**src/rtl/compare_seq.sv**
```systemverilog
// compare_seq: multi-cycle magnitude comparator for SLT/SLTU and branch-compare
// offload. Operands are scanned MSB-first, one DIGIT-bit slice per cycle, and
// the scan stops at the first differing digit. Signed compares reuse the
// unsigned datapath by flipping the sign bit of both operands at capture.
//
// Handshakes (both ports): a transfer happens on a rising edge where valid and
// ready are both high. in_ready is high only in IDLE. out_valid is high only in
// DONE and, together with the result, is held until out_ready is seen. No
// output depends combinationally on in_valid or out_ready.
module compare_seq #(
    parameter int WIDTH = 32,
    parameter int DIGIT = 4
) (
    input  logic             clk,
    input  logic             rst,
    input  logic             in_valid,
    output logic             in_ready,
    input  logic [WIDTH-1:0] a,
    input  logic [WIDTH-1:0] b,
    input  logic             is_signed,
    output logic             out_valid,
    input  logic             out_ready,
    output logic             lt,
    output logic             eq,
    output logic             gt,
    output logic [31:0]      out_data
);

    localparam int NDIG = WIDTH / DIGIT;
    localparam int CW   = (NDIG > 1) ? $clog2(NDIG) : 1;
    localparam logic [WIDTH-1:0] SIGN_BIT = {1'b1, {(WIDTH-1){1'b0}}};

    typedef enum logic [1:0] {
        IDLE = 2'd0,
        SCAN = 2'd1,
        DONE = 2'd2
    } state_t;

    state_t state, state_n;

    logic [WIDTH-1:0] a_r, b_r;
    logic [CW-1:0]    cnt;
    logic [DIGIT-1:0] a_dig, b_dig;
    logic             lt_r, eq_r, gt_r;
    logic [31:0]      out_data_r;

    // Select the digit addressed by cnt from both captured operands.
    always_comb begin
        a_dig = '0;
        b_dig = '0;
        for (int i = 0; i < NDIG; i++) begin
            if (cnt == CW'(i)) begin
                a_dig = a_r[i*DIGIT +: DIGIT];
                b_dig = b_r[i*DIGIT +: DIGIT];
            end
        end
    end

    // State register.
    always_ff @(posedge clk or posedge rst) begin
        if (rst) state <= IDLE;
        else     state <= state_n;
    end

    // Next-state logic: scan ends on a differing digit or after digit 0.
    always_comb begin
        state_n = state;
        case (state)
            IDLE:    if (in_valid) state_n = SCAN;
            SCAN:    if ((a_dig != b_dig) || (cnt == '0)) state_n = DONE;
            DONE:    if (out_ready) state_n = IDLE;
            default: state_n = IDLE;
        endcase
    end

    // Datapath: operand capture, digit counter and registered result flags.
    always_ff @(posedge clk or posedge rst) begin
        if (rst) begin
            a_r        <= '0;
            b_r        <= '0;
            cnt        <= '0;
            lt_r       <= 1'b0;
            eq_r       <= 1'b0;
            gt_r       <= 1'b0;
            out_data_r <= 32'h0;
        end else begin
            case (state)
                IDLE: begin
                    if (in_valid) begin
                        // Biasing the sign bit maps two's-complement order onto unsigned order.
                        a_r        <= is_signed ? (a ^ SIGN_BIT) : a;
                        b_r        <= is_signed ? (b ^ SIGN_BIT) : b;
                        cnt        <= CW'(NDIG - 1);
                        lt_r       <= 1'b0;
                        eq_r       <= 1'b0;
                        gt_r       <= 1'b0;
                        out_data_r <= 32'h0;
                    end
                end
                SCAN: begin
                    if (a_dig > b_dig) begin
                        gt_r <= 1'b1;
                    end else if (a_dig < b_dig) begin
                        lt_r       <= 1'b1;
                        out_data_r <= 32'h1;
                    end else if (cnt == '0) begin
                        eq_r <= 1'b1;
                    end else begin
                        cnt <= cnt - CW'(1);
                    end
                end
                DONE: begin
                    // Flags return to zero once the result has been taken.
                    if (out_ready) begin
                        lt_r       <= 1'b0;
                        eq_r       <= 1'b0;
                        gt_r       <= 1'b0;
                        out_data_r <= 32'h0;
                    end
                end
                default: begin
                    cnt <= '0;
                end
            endcase
        end
    end

    assign in_ready  = (state == IDLE);
    assign out_valid = (state == DONE);
    assign lt        = lt_r;
    assign eq        = eq_r;
    assign gt        = gt_r;
    assign out_data  = out_data_r;

endmodule

```
**config.mk**
```make
export PLATFORM = sky130hd
export DESIGN_NAME = compare_seq
export DESIGN_NICKNAME = d
export VERILOG_FILES = /design/src/rtl/compare_seq.sv
export SDC_FILE = /design/constraint.sdc
export NUM_CORES = 1
export LEC_CHECK = 0
export CAP_MARGIN = 20
export CORE_UTILIZATION = 49
export DETAILED_ROUTE_END_ITERATION = 12
export GPL_ROUTABILITY_DRIVEN = 0
export PLACE_DENSITY = 0.86
export SLEW_MARGIN = 40
export SYNTH_ARGS = -nofsm -noshare
export SYNTH_HDL_FRONTEND = slang
export SYNTH_SLANG_ARGS = --single-unit
```
**constraint.sdc**
```tcl
create_clock -name clk -period 3.9 [get_ports clk]
set_input_delay 1.17 -clock clk [delete_from_list [all_inputs] [get_ports clk]]
set_output_delay 1.17 -clock clk [all_outputs]
set_load 0.05 [all_outputs]
```
; ---- Yosys cells after proc, flatten, opt, wreduce, memory -nomap -nowiden
; Index checks and enable logic that the tools add are counted.
[word_totals]
latchBits = 0
ff_bits = 104
n_memories = 0
in_bits = 69
mem_bits_rw = 0
mem_bits_ro = 0
elab_cells = 86
[classes]
n_reduce_logical = 10
n_lt_le_gt_ge = 2
add_sub_neg = 1
bitwise = 3
n_mux = 43
shift = 0
n_eq_ne = 19
n_div = 0
multipliers = 0
[ops]
columns = op, n
row1 = $mux W32, 6
row2 = $pmux W32 S3, 1
row3 = $mux W4, 16
row4 = $ne A2 B2 Y1 const B, 8
row5 = $eq A3 B3 Y1 const B, 4
row6 = $mux W3, 4
row7 = $reduce_and A5 Y1, 2
row8 = $pmux W1 S3, 3
row9 = $pmux W3 S3, 1
row10 = $mux W1, 8
row11 = $eq A3 B2 Y1 const B, 2
row12 = $mux W2, 3
row13 = $pmux W2 S3, 1
row14 = $reduce_and A6 Y1, 1
row15 = $gt A4 B4 Y1, 1
row16 = $lt A4 B4 Y1, 1
row17 = $ne A4 B4 Y1, 1
row18 = $reduce_and A4 Y1, 1
row19 = $eq A3 B1 Y1 const B, 1
row20 = $logic_not A3 Y1, 1
row21 = $not A1 Y1, 3
row22 = $reduce_and A3 Y1, 1
row23 = $reduce_bool A3 Y1, 1
row24 = $sub A3 B1 Y3 const B, 1
row25 = other kinds (6), 6

; ---- Longest topological paths before layout
; Gate-level depths: netlist of the first run.
[logic_depth]
depth_word = 13
mapped_depth = 13

; ---- Least setup slack after synthesis of the first run
; No wires, ideal clock.
[synth_timing]
kind = register to register
start = register cnt[1]
end = register cnt[0]
path_stages_with_launch = 13
required_ns = 3.774
setup_ns = 0.126
setup_slack_ns = 1.087
n_path_buf = 1
t_arrival_ns = 2.686
cell_sequence = dfrtp_1 -> inv_1 -> ha_1 -> buf_4 -> nand2_1 -> o21ai_1 -> mux4_2 -> o21a_1 -> ha_1 -> nand4_2 -> nor3b_4 -> a211oi_1 -> a311o_1
[synth_via]
elab_chain_len = 12
word_cells_on_any_way = 30
cone_classes = order compare (2) / eq/ne (10) / mux (16) / reduce/logical (2)
[synth_lines]
columns = item, line
row1 = "start, declared", 42  ; logic [CW-1:0] cnt;
row2 = "start signal, assigned", 93  ; cnt <= CW'(NDIG - 1);
row3 = "start signal, assigned", 109  ; cnt <= cnt - CW'(1);
row4 = $logic_not A3 Y1, "52, 106"
row5 = $mux W4 (8 in a row), 52  ; if (cnt == CW'(i)) begin
row6 = $lt A4 B4 Y1 or $gt A4 B4 Y1 (tied branches), "103, 101"
row7 = $ne A2 B2 Y1 (no source line), n/a
row8 = $reduce_and A5 Y1 (no source line) (*), n/a
; Every way passes the cells marked *; elsewhere a longest branch is shown, timed or not.
; A chain may end at the register's enable or synchronous reset.

; ---- Final worst setup path of the first run
[layout_timing]
start = register cnt[1]
end = register cnt[1]
[layout_via]
elab_chain_len = 12
word_cells_on_any_way = 35
cone_classes = add/sub (1) / order compare (2) / eq/ne (10) / mux (20) / reduce/logical (2)
[layout_lines]
columns = item, line
row1 = $logic_not A3 Y1, "52, 106"
row2 = $mux W4 (8 in a row), 52
row3 = $lt A4 B4 Y1 or $gt A4 B4 Y1 (tied branches), "103, 101"
row4 = $ne A2 B2 Y1 (no source line), n/a
row5 = $reduce_and A5 Y1 (no source line), n/a
; Parallel ways exist; a longest one is shown, timed or not. The select of a mux whose other input is x is not followed.

==> results.tsv, run 1 <==
metric	value	unit
synth_area_per_cell	10.8	sq um
tightest_slew	0.684	ns
grt_overflow	0	
drt-initial-drc-count	194	
netSwitchingFraction	40.7	%
clk_path_buf_depth	2	
synth_most_common_cell	dfrtp_1	
row_count	32	
max_slew_margin	54.4	%
final_cells	535	
cp_slowest_cell	ha_1	
cp-startpoint	cnt[1]	
status	complete, no violations	
path_cells	inv_1, ha_1, buf_4, nor3b_1, a32oi_1, o21ai_0, o21ai_0, ha_1, a21oi_2, o221ai_4, and4_1, nor4b_2	
ys_seq_area_share	46.2	%
end_kind	register	
finClkSkew	0.00663	ns
layout_setup_ws	0.481	ns
yosys_warnings	0	
path_class	reg -> reg	
dieWidth	91.2	um
drt-vias-per-instance	5.31	
period_share	87.7	%
vdd_drop_max	319	uV
synth_ff_type	dfrtp_1	
antenna_found_initial	0	
fin_util	61.6	%
vias	2840	
fin_nets	506	
hold_path_class	reg -> reg	
worstPathArrival	3.68	ns
cap_viol_max_count	0	
cts_root_buffer	clkbuf_8	
antenna_left	0	
synth.cell_area	3900	sq um
ctsResizeCount	0	
p_comb_share	49.0	%
first_global_vias	2830	
worstPathRequired	4.16	ns
start_util	50.4	%
yosys-top-cells-area	dfrtp_1 46%, mux2_1 8.1%, mux2_2 7.2%	
synth_seq_cells	72	
cp-start-kind	register	
htree_levels	3	
dpl_cell_area	4570	sq um
grt_pass1_wl	13600	um
slowest_delay	0.57	ns
hold_viol	0	
drive_gt1_share	12.9	%
fp.dieArea	8310	sq um
internal-power	2.24	mW
post-route-drc-count	0	
synth.top_cell.area_share	46.2	%
cts_tree	done	
synth.largest_area_cell	dfrtp_1	
place_inst	519	
firstDrtPassIters	4	
syn_inst	362	
io_buffer_count	74	
fmax	292	MHz
power_frac_seq	36.2	%
boundaryPins	106	
path_clk_slew	0.07	ns
ys_async_sr_fraction	100	%
antennaDiodeCount	0	
insertion_delay	0.35	ns
cp_max_fo	17	
holdWs	0.493	ns
clock_power_share	14.8	%
tns	0	ns
netSwitchingPower	1.54	mW
reg2reg_slack	0.48	ns
holdBufCountCts	0	
drv_slew	0	
setup_viol	0	
wl_per_cell	14.7	um
fin_area	4760	sq um
cts.repair_timing.setup_buffer_count	0	
power_density	795	nW/um^2
dpl.hpwl	5720	um
cts_sinks	72	
routed_wirelength	7890	um
r2r_start	cnt[1]	
reg2reg_depth	12	
rr_endpoint	cnt[1]	
grt_usage	21.1	%
p_total	3.78	mW
numCtsBuffers	9	
synthTopCellsByCount	72 x dfrtp_1, 37 x buf_4, 32 x nand2_1	
power.static_leakage	2.02	nW
die_y	91.2	um
syn2layout_area_growth	22.1	%
dp_worst_setup_slack	0.479	ns
fill_cells	626	
worstSetupEndpoint	cnt[1]	
min_period	3.42	ns
grt_start_max_net_pins	73	
rsz0062_at_grt	false	
synth_cell_types	46	
synth_edf_count	0	
fp.coreArea	7730	sq um
==> power groups by stage <==
stage                     Combinational (mW)  Clock [mW]  Sequential [mW]
after floorplan                         1.52           0             1.29
after global placement                  1.76           0             1.37
after detailed placement                1.84           0             1.38
after CTS                               1.85       0.569             1.37
after global routing                    2.03       0.607             1.42
final                                   1.85       0.559             1.37
==> per-layer routing <==
layer  wire length [um]  global-route usage [%]  vias up  part of all wire, %
met5                  0                       0        -                    0
met4                131                    8.60        0                  1.7
met3                400                    5.44       14                  5.1
met2               3900                    33.8      103                   49
met1               3450                    27.2     1388                   44
li1                   -                       -     1335                    -
==> layout by cell type (no fill, tap or decap), types with 4 or more instances in the layout <==
master | netlist | layout
a21oi_1 | 31 | 31
a221o_1 | 4 | 4
a22o_1 | 4 | 4
buf_4 | 37 | 4
clkbuf_1 | 5 | 4
clkbuf_8 | 0 | 9
clkdlybuf4s50_1 | 0 | 74
conb_1 | 1 | 31
dfrtp_1 | 72 | 72
ha_1 | 9 | 8
inv_1 | 17 | 16
mux2_1 | 28 | 28
mux2_2 | 25 | 25
nand2_1 | 32 | 32
nand2b_1 | 5 | 5
nor2_1 | 12 | 11
o21ai_0 | 22 | 22
o21ai_1 | 7 | 7
==> state kept, by name, summed over array words and instances, names as in the netlist <==
signal / cells
state: 2
eq: 1
a_r: 32
out_data: 1
gt: 1
b_r: 32
cnt: 3
==> final cells by class <==
class	instances	area, sq um	share of cell area (%)
flip-flops and latches	72	1800	37.9
clock buffers	13	139	2.92
well taps	102	128	2.68
inverters	17	63.8	1.34
repair buffers	79	791	16.6
clock inverters	3	42.5	0.894
multi-input cells	249	1790	37.7
==> worst max-delay path, delay by kind of cell (launching register included) <==
kind | cells | cell delay (ns)
buffers and inverters | 2 | 0.47
DFF | 1 | 0.44
and+or+nand+nor | 3 | 0.60
adders and majority gates | 2 | 0.89
AOI/OAI and AO/OA | 5 | 0.94
==> cells by family after synthesis <==
group	after synthesis	share of synthesized area, %
compound gates	85	13.8
xor+xnor	2	0.450
fa+ha+maj	9	2.89
buf+inv	71	10.9
flops	72	46.2
mux	57	17.0
other cells	1	0.0962
simple gates	65	8.64
==> how the worst min path moves through the flow <==
stage	cells after the start	endpoint	slack, ns	startpoint
2_1_floorplan	1	b_r[12]	0.45	b_r[12]
5_1_grt	1	b_r[8]	0.52	b_r[8]
4_1_cts	1	a_r[25]	0.50	a_r[25]
3_5_place_dp	1	a_r[25]	0.48	a_r[25]
6_report	1	a_r[25]	0.49	a_r[25]
3_3_place_gp	1	a_r[27]	0.47	a_r[27]
Note: power is estimated with default switching activity, not from simulation.
==> inputs of run 2 (changes only) <==
Settings changed: SKIP_LAST_GASP set to 1.
==> results of run 2 <==
The final DEF is identical to that of run 1; final timing and power are the same.
==> inputs of run 3 (changes only) <==
Settings changed: TNS_END_PERCENT set to 10.
==> results of run 3 <==
The final DEF is identical to that of run 1; final timing and power are the same.
